**src/rtl/eviction_fifo.sv**
```systemverilog
// Write-back buffer for dirty victim lines: drains oldest-first to memory,
// merges repeat evictions of a non-head line, and offers a combinational lookup.
module eviction_fifo #(
    parameter int DEPTH      = 4,
    parameter int ADDR_WIDTH = 12,
    parameter int DATA_WIDTH = 128,
    localparam int CW = $clog2(DEPTH + 1),
    localparam int PW = $clog2(DEPTH)
) (
    input  logic                  clk,
    input  logic                  rst_n,
    input  logic                  push,
    input  logic [ADDR_WIDTH-1:0] push_addr,
    input  logic [DATA_WIDTH-1:0] push_data,
    output logic                  full,
    output logic                  empty,
    output logic [CW-1:0]         count,
    output logic                  overflow,
    output logic                  mem_write,
    output logic [ADDR_WIDTH-1:0] mem_address,
    output logic [DATA_WIDTH-1:0] mem_wdata,
    input  logic                  mem_resp,
    input  logic [ADDR_WIDTH-1:0] lookup_addr,
    output logic                  lookup_hit,
    output logic [DATA_WIDTH-1:0] lookup_data
);

    // Memory handshake: mem_write is the valid, mem_resp is the accept. The head
    // entry is offered while mem_write is high and does not change until the
    // edge at which mem_resp is sampled; mem_resp with mem_write low is ignored.

    logic [ADDR_WIDTH-1:0] addr_q [DEPTH];
    logic [ADDR_WIDTH-1:0] addr_d [DEPTH];
    logic [DATA_WIDTH-1:0] data_q [DEPTH];
    logic [DATA_WIDTH-1:0] data_d [DEPTH];
    logic [PW-1:0]         head_q, head_d;
    logic [PW-1:0]         tail_q, tail_d;
    logic [CW-1:0]         count_q, count_d;
    logic                  overflow_q, overflow_d;

    logic                  lk_hit, co_hit;
    logic [PW-1:0]         lk_idx, co_idx, lk_age, co_age;
    logic                  do_pop, need_append, do_append;

    // Age of slot i relative to head: 0 is oldest, count-1 is youngest.
    function automatic logic [PW-1:0] slot_age(input int i, input logic [PW-1:0] head);
        return PW'(i) - head;
    endfunction

    always_comb begin
        lk_hit = 1'b0;
        lk_idx = '0;
        lk_age = '0;
        co_hit = 1'b0;
        co_idx = '0;
        co_age = '0;
        for (int i = 0; i < DEPTH; i++) begin
            if (CW'(slot_age(i, head_q)) < count_q) begin
                if (addr_q[i] == lookup_addr && (!lk_hit || slot_age(i, head_q) > lk_age)) begin
                    lk_hit = 1'b1;
                    lk_idx = PW'(i);
                    lk_age = slot_age(i, head_q);
                end
                // Head is excluded so the line on the memory bus never changes.
                if (slot_age(i, head_q) != '0 && addr_q[i] == push_addr &&
                    (!co_hit || slot_age(i, head_q) > co_age)) begin
                    co_hit = 1'b1;
                    co_idx = PW'(i);
                    co_age = slot_age(i, head_q);
                end
            end
        end
    end

    always_comb begin
        do_pop      = mem_resp && (count_q != '0);
        need_append = push && !co_hit;
        do_append   = need_append && ((count_q != CW'(DEPTH)) || mem_resp);

        addr_d = addr_q;
        data_d = data_q;
        if (push && co_hit) begin
            data_d[co_idx] = push_data;
        end
        if (do_append) begin
            addr_d[tail_q] = push_addr;
            data_d[tail_q] = push_data;
        end
        head_d     = head_q + PW'(do_pop);
        tail_d     = tail_q + PW'(do_append);
        count_d    = count_q + CW'(do_append) - CW'(do_pop);
        overflow_d = overflow_q | (need_append & ~do_append);
    end

    always_ff @(posedge clk) begin
        if (!rst_n) begin
            for (int i = 0; i < DEPTH; i++) begin
                addr_q[i] <= '0;
                data_q[i] <= '0;
            end
            head_q     <= '0;
            tail_q     <= '0;
            count_q    <= '0;
            overflow_q <= 1'b0;
        end else begin
            addr_q     <= addr_d;
            data_q     <= data_d;
            head_q     <= head_d;
            tail_q     <= tail_d;
            count_q    <= count_d;
            overflow_q <= overflow_d;
        end
    end

    assign count       = count_q;
    assign empty       = (count_q == '0);
    assign full        = (count_q == CW'(DEPTH));
    assign overflow    = overflow_q;
    assign mem_write   = !empty;
    assign mem_address = empty ? '0 : addr_q[head_q];
    assign mem_wdata   = empty ? '0 : data_q[head_q];
    assign lookup_hit  = lk_hit;
    assign lookup_data = lk_hit ? data_q[lk_idx] : '0;

endmodule

```
**config.mk**
```make
export PLATFORM = sky130hd
export DESIGN_NAME = eviction_fifo
export DESIGN_NICKNAME = d
export VERILOG_FILES = /design/src/rtl/eviction_fifo.sv
export SDC_FILE = /design/constraint.sdc
export NUM_CORES = 2
export LEC_CHECK = 0
export ABC_AREA = 1
export CAP_MARGIN = 40
export CORE_AREA = 4 4 285 287
export DETAILED_ROUTE_END_ITERATION = 16
export DIE_AREA = 0 0 289 291
export PLACE_DENSITY = 0.66
export SETUP_SLACK_MARGIN = 0.3
export SYNTH_ARGS = -nofsm -noshare
export SYNTH_HDL_FRONTEND = slang
export SYNTH_SLANG_ARGS = --single-unit
export TNS_END_PERCENT = 1
```
**constraint.sdc**
```tcl
create_clock -name clk -period 13 [get_ports clk]
set_input_delay 2.6 -clock clk [delete_from_list [all_inputs] [get_ports clk]]
set_output_delay 2.6 -clock clk [all_outputs]
set_load 0.05 [all_outputs]
```
### Word level (Yosys, flattened, before mapping)

Index checks and enable logic that the tools add are counted.

| word-level totals | value |
|---|---|
| bits in registers | 568 |
| input port bits | 156 |
| output and inout port bits | 276 |

| operators by class | value |
|---|---|
| add/subtract/negate cells | 8 |
| order comparisons | 16 |
| eq/ne operators | 10 |
| multiplexer cells | 63 |
| bitwise operators | 7 |
| reduce and logical (&&, ||, !) cells | 37 |

Operator list:

| cell | count |
|---|---|
| 512-bit bitwise mux | 2 |
| 128-bit 2-to-1 mux | 8 |
| 512-bit 2-to-1 mux | 2 |
| 128-bit binary-select mux with 2-bit select | 2 |
| 128-bit demux with 2-bit select | 2 |
| 12-bit == test | 8 |
| 48-bit bitwise mux | 1 |
| 12-bit 2-to-1 mux | 4 |
| 2-bit 2-to-1 mux | 20 |
| 12-bit binary-select mux with 2-bit select | 1 |
| 12-bit demux with 2-bit select | 1 |
| 1-bit 2-to-1 mux | 20 |
| 1-bit logical AND | 16 |
| 3-bit greater-or-equal comparator, second input constant | 4 |
| 2-bit > comparator | 6 |
| 2-bit by 3-bit < comparator with 1-bit output | 4 |
| 2-bit inverter with 3-bit output | 4 |
| 1-bit logical NOT | 8 |
| 2-bit nonzero test | 4 |
| 1-bit logical OR | 7 |
| 3-bit by 1-bit < comparator with 1-bit output, second input constant | 2 |
| 2-bit by 1-bit adder with 2-bit output | 2 |
| 1-bit by 2-bit subtractor with 2-bit output, first input constant | 2 |
| 2-bit subtractor, first input constant | 2 |
| other kinds (9) | 9 |

### Logic depth before layout (Yosys ltp)

| logic depth | value |
|---|---|
| depth in word-level cells | 29 |
| depth in mapped cells | 35 |
| depth with buffers taken out | 30 |

### Worst setup path before layout

No wires, ideal clock.

| timing | value |
|---|---|
| kind | input -> output |
| start | in lookup_addr[5] |
| end | out lookup_data[107] |
| arrival | 6.478 ns |
| data required time | 10.400 ns |
| slack | 3.922 ns |
| cell stages on the path | 31 |
| cell sequence | buf_2 -> xnor2_1 -> nand2_1 -> nor2_1 -> nand2_1 -> nor2_1 -> nand3_1 -> nand2_1 -> nand4_1 -> o21ai_0 -> inv_1 -> ha_1 -> inv_1 -> nor2_1 -> o21ai_0 -> nand2_1 -> nand2_1 -> inv_1 -> o21ai_0 -> ha_1 -> inv_1 -> nor2_1 -> o21ai_0 -> nand2_1 -> nand2_1 -> nand2_1 -> inv_2 -> buf_4 -> buf_2 -> nand3_1 -> a21oi_1 |

| between the ends | value |
|---|---|
| cells in the longest elaborated chain, start to end | 23 |
| elaborated cells between the ends (all ways) | 41 |
| those cells by class | order compare: 3; eq/ne: 4; mux: 24; bitwise: 1; reduce/logical: 9 |

RTL lines:

| element | line | text |
|---|---|---|
| start, declared | 23 | `input logic [ADDR_WIDTH-1:0] lookup_addr,` |
| 12-bit == test | 59 | `if (addr_q[i] == lookup_addr && (!lk_hit \|\| slot_age(i, head_q) > lk_age)) begin` |
| 2-bit 2-to-1 mux / 1-bit 2-to-1 mux (equally long branches) | 59 |  |
| 2-bit 2-to-1 mux / 1-bit 2-to-1 mux (equally long branches) | 58 | `if (CW'(slot_age(i, head_q)) < count_q) begin` |
| 2-bit > comparator / 1-bit logical NOT (equally long branches) | 59 |  |
| 1-bit logical OR | 59 |  |
| 1-bit logical AND | 59 |  |
| 2-bit 2-to-1 mux / 1-bit 2-to-1 mux (equally long branches) | 59 |  |
| 2-bit 2-to-1 mux / 1-bit 2-to-1 mux (equally long branches) | 58 |  |
| (+6 left out) | - |  |
| 1-bit logical OR | 59 |  |
| 1-bit logical AND | 59 |  |
| 2-bit 2-to-1 mux | 59 |  |
| 2-bit 2-to-1 mux | 58 |  |
| 2-bit inverter with 3-bit output (not written as such) | 123 | `assign lookup_data = lk_hit ? data_q[lk_idx] : '0;` |
| 128-bit binary-select mux with 2-bit select | 123 |  |
| 128-bit 2-to-1 mux (not written as such) (2 in series) | 123 |  |
| 128-bit 2-to-1 mux * | 123 |  |
| end, declared | 25 | `output logic [DATA_WIDTH-1:0] lookup_data` |

Mark *: on every way between the ends. The rest lies on a longest branch, timed or not. The select of a mux whose other input is x is not followed.

### Worst setup path in the final report

| timing | value |
|---|---|
| start | in lookup_addr[6] |
| end | out lookup_data[53] |

Same word-level chain as after synthesis.

==> run metrics <==
status=finished clean; Max Slew Vio Count=0; Buf/Inv on CP=8; vias=39759; Worst IR Drop VDD=roughly 0.14 mV; buffers from clock root to sink, at most=3; critical path class=in2out; synthesized flop and latch total=568; Setup WS pre-CTS=1.355 ns; clock slew at reported path FFs=~0.060 ns; Max Fclk=84.61 MHz; post-placement cell area=about 40000 um^2; Synth async-reset ratio=0%; CTS Buf Count=70; Pwr Density=176.9 nW/um^2; cell family with most CP delay=buffers and inverters; die width=289 um; final worst path period share=about 91%; Final nets=between 6000 and 7000; die area=84100 um^2; Port Buffer Count=431; cell area after synthesis=between 30000 and 40000 um^2; GPL Wtd Cong=0.9054; Setup Viol. Count Final=0; 1st-pass router iterations=7; clk_skew=0.02721 ns; cts repair resizes=0; Avg Cell Area, Syn=6.028 um^2; detailed-placement wirelength estimate=80640 um; EDFF count, synth=0; GRT Util Overall=31.42%; Hold Buf Count CTS=0; placement row count=between 100 and 150; Arr. time, crit path=9.22 ns; first-pass GRT wire length=212700 um; Initial Util=44.78%; CTS Sinks=568; total setup buffers inserted after CTS=0; Setup TNS=0 ns; root cell of the clock tree=clkbuf_16; Worst slew margin=23.82%; number of global-route vias before repair=36177; clock share of power=a little over a quarter; Top FF cell, synth=dfxtp_1; DR WL/cell=19.83 um; worst-margin pin slew=~1.1 ns; post-synth top area cell=dfxtp_1; sequential share of the synthesized area=32.30%; H-tree depth=3; drt via density=5.676; Seq pwr share=27.5%; Final min period=~12 ns; top fanout value on the critical path=53; CTS tree=built; Sw Pwr=between 0.003 and 0.004 W; Largest stage delay, worst path=0.79 ns; Final ANT Viol Nets=0; Synth Net Count=~6000; final hold violations=0; commonest non-fill, non-tap cell in the layout=nand3_1; Remaining DRCs=0; FF+latch area=~11000 um^2; setup ws final=1.181 ns; Critical-path top delay cell=buf_4; core region area=around 80000 um^2; Top Ports=about 430; initial antenna violation count=9; most used cell, CP=nand2_1; synth unique cells=40; final core utilization=53.27%; Setup crit start kind=input pin; Overflow after GRT=0; routed wire length=138900 um; Worst-Skew Late Latency=0.61 ns; most frequent cells in the layout=1039 x nand3_1, 977 x a21oi_1, 943 x nand2_1; Worst EP required=10.40 ns; layout cells sized above 1=4.339%; combinational power share=45.7%; fillers=8001; Net Sw Frac=between 40% and 50%; die height=291 um; WHS=~0.47 ns; Multi-input gate area=19210 um^2; Yosys Warn Count=0; hold crit path type=reg2reg; Synth-to-Final Area Change=18.96%; Pint=0.004124 W; RSZ-0062 raised after global routing=no; dominant cells by area after synthesis=dfxtp_1 32%, nand3_1 15%, a21oi_1 14%; largest net degree at the start of global routing=204; maxcap violations=0; crit end category=output pin; post-route cell area=41880 um^2; cell count after synthesis=5840; Static Leak=approximately 19 nW; Starting DRT DRC Count=about 4300; Synth top area share=32.30%
[final timing paths]
| kind | from | slack, ns | endpoint | cells after the start |
|---|---|---|---|---|
| max reg2reg | head_q[0]$_SDFF_PN0_ | 5.87 | data_q[62]$_SDFF_PN0_ | 27 |
| min reg2reg | overflow$_SDFF_PN0_ | 0.47 | overflow$_SDFF_PN0_ | 1 |
| min | overflow$_SDFF_PN0_ | 0.47 | overflow$_SDFF_PN0_ | 1 |
| max | lookup_addr[6] | 1.18 | lookup_data[53] | 31 |
[synthesized netlist by cell type, types with 2 or more instances]
cell and instances:
nand3_1 1040, a21oi_1 977, nand2_1 953, nor2_1 704, inv_1 596, dfxtp_1 568, o21ai_0 333, buf_2 246
clkbuf_1 207, buf_1 49, xnor2_1 38, ha_1 20, inv_2 15, xor2_1 15, buf_4 14, buf_6 14
nand4_1 13, nor3_1 5, o22ai_1 4, nand3_2 3, nand3b_1 3, nor2_2 3, nand2_2 2, nor2b_1 2
[power by group through the flow]
stage               logic (W)  registers, W  clock network, W
floorplan             0.00225       0.00204                 0
global placement      0.00327       0.00207                 0
detailed placement    0.00334       0.00208                 0
CTS                   0.00336       0.00204           0.00201
global route          0.00362       0.00206           0.00207
finish                0.00339       0.00204           0.00198
[cell type report]
cell class / instances / share of cell area [%]
antenna: 9 / 0.05378
multi-input combinational: 4129 / 45.86
sequential: 568 / 27.17
clock inverter: 17 / 0.3795
timing repair buffer: 512 / 12.78
clock buffer: 108 / 5.085
inverter: 612 / 5.528
tap: 1050 / 3.137
[per-layer routing]
layer	global-route usage [%]	vias to the layer above	share of wire, %	wire, um
met5	0	-	0.035	49
met4	11.57	6	3.5	4831
met3	6.006	319	10	14200
met2	49.84	2124	45	62640
met1	42.47	18234	41	57160
li1	-	19076	-	-
[cells by family (layout without fill, tap and decap cells)]
family | after synthesis | in the layout | share of synthesized area, %
AOI/OAI and AO/OA | 1320 | 1320 | 18.85
other | 0 | 9 | 0
buffers and inverters | 1143 | 1249 | 13.51
and+or+nand+nor | 2734 | 2734 | 33.22
adders and majority gates | 21 | 21 | 0.7677
muxes | 1 | 1 | 0.02844
DFF | 568 | 568 | 32.30
xor gates and xnor gates | 53 | 53 | 1.319
[sequential cells by signal, indices dropped and copies added (netlist names)]
register,count
data_q,512
addr_q,48
count,3
head_q,2
tail_q,2
overflow,1
[stage by stage]
stage               cells  power (W)
global placement     6846   0.005343
finish               7005   0.007409
CTS                  6996   0.007406
floorplan            5840   0.004292
global route         7000   0.007751
detailed placement   6871   0.005415
[worst reg2reg max path: cells and delay by family, from the launching register on]
family                     cells  cell delay (ns)
DFF                            1             0.73
adders and majority gates      4             1.51
and+or+nand+nor               10             1.57
AOI/OAI and AO/OA              6             1.22
buffers and inverters          7             2.03
Note: power is estimated with default switching activity, not from simulation.
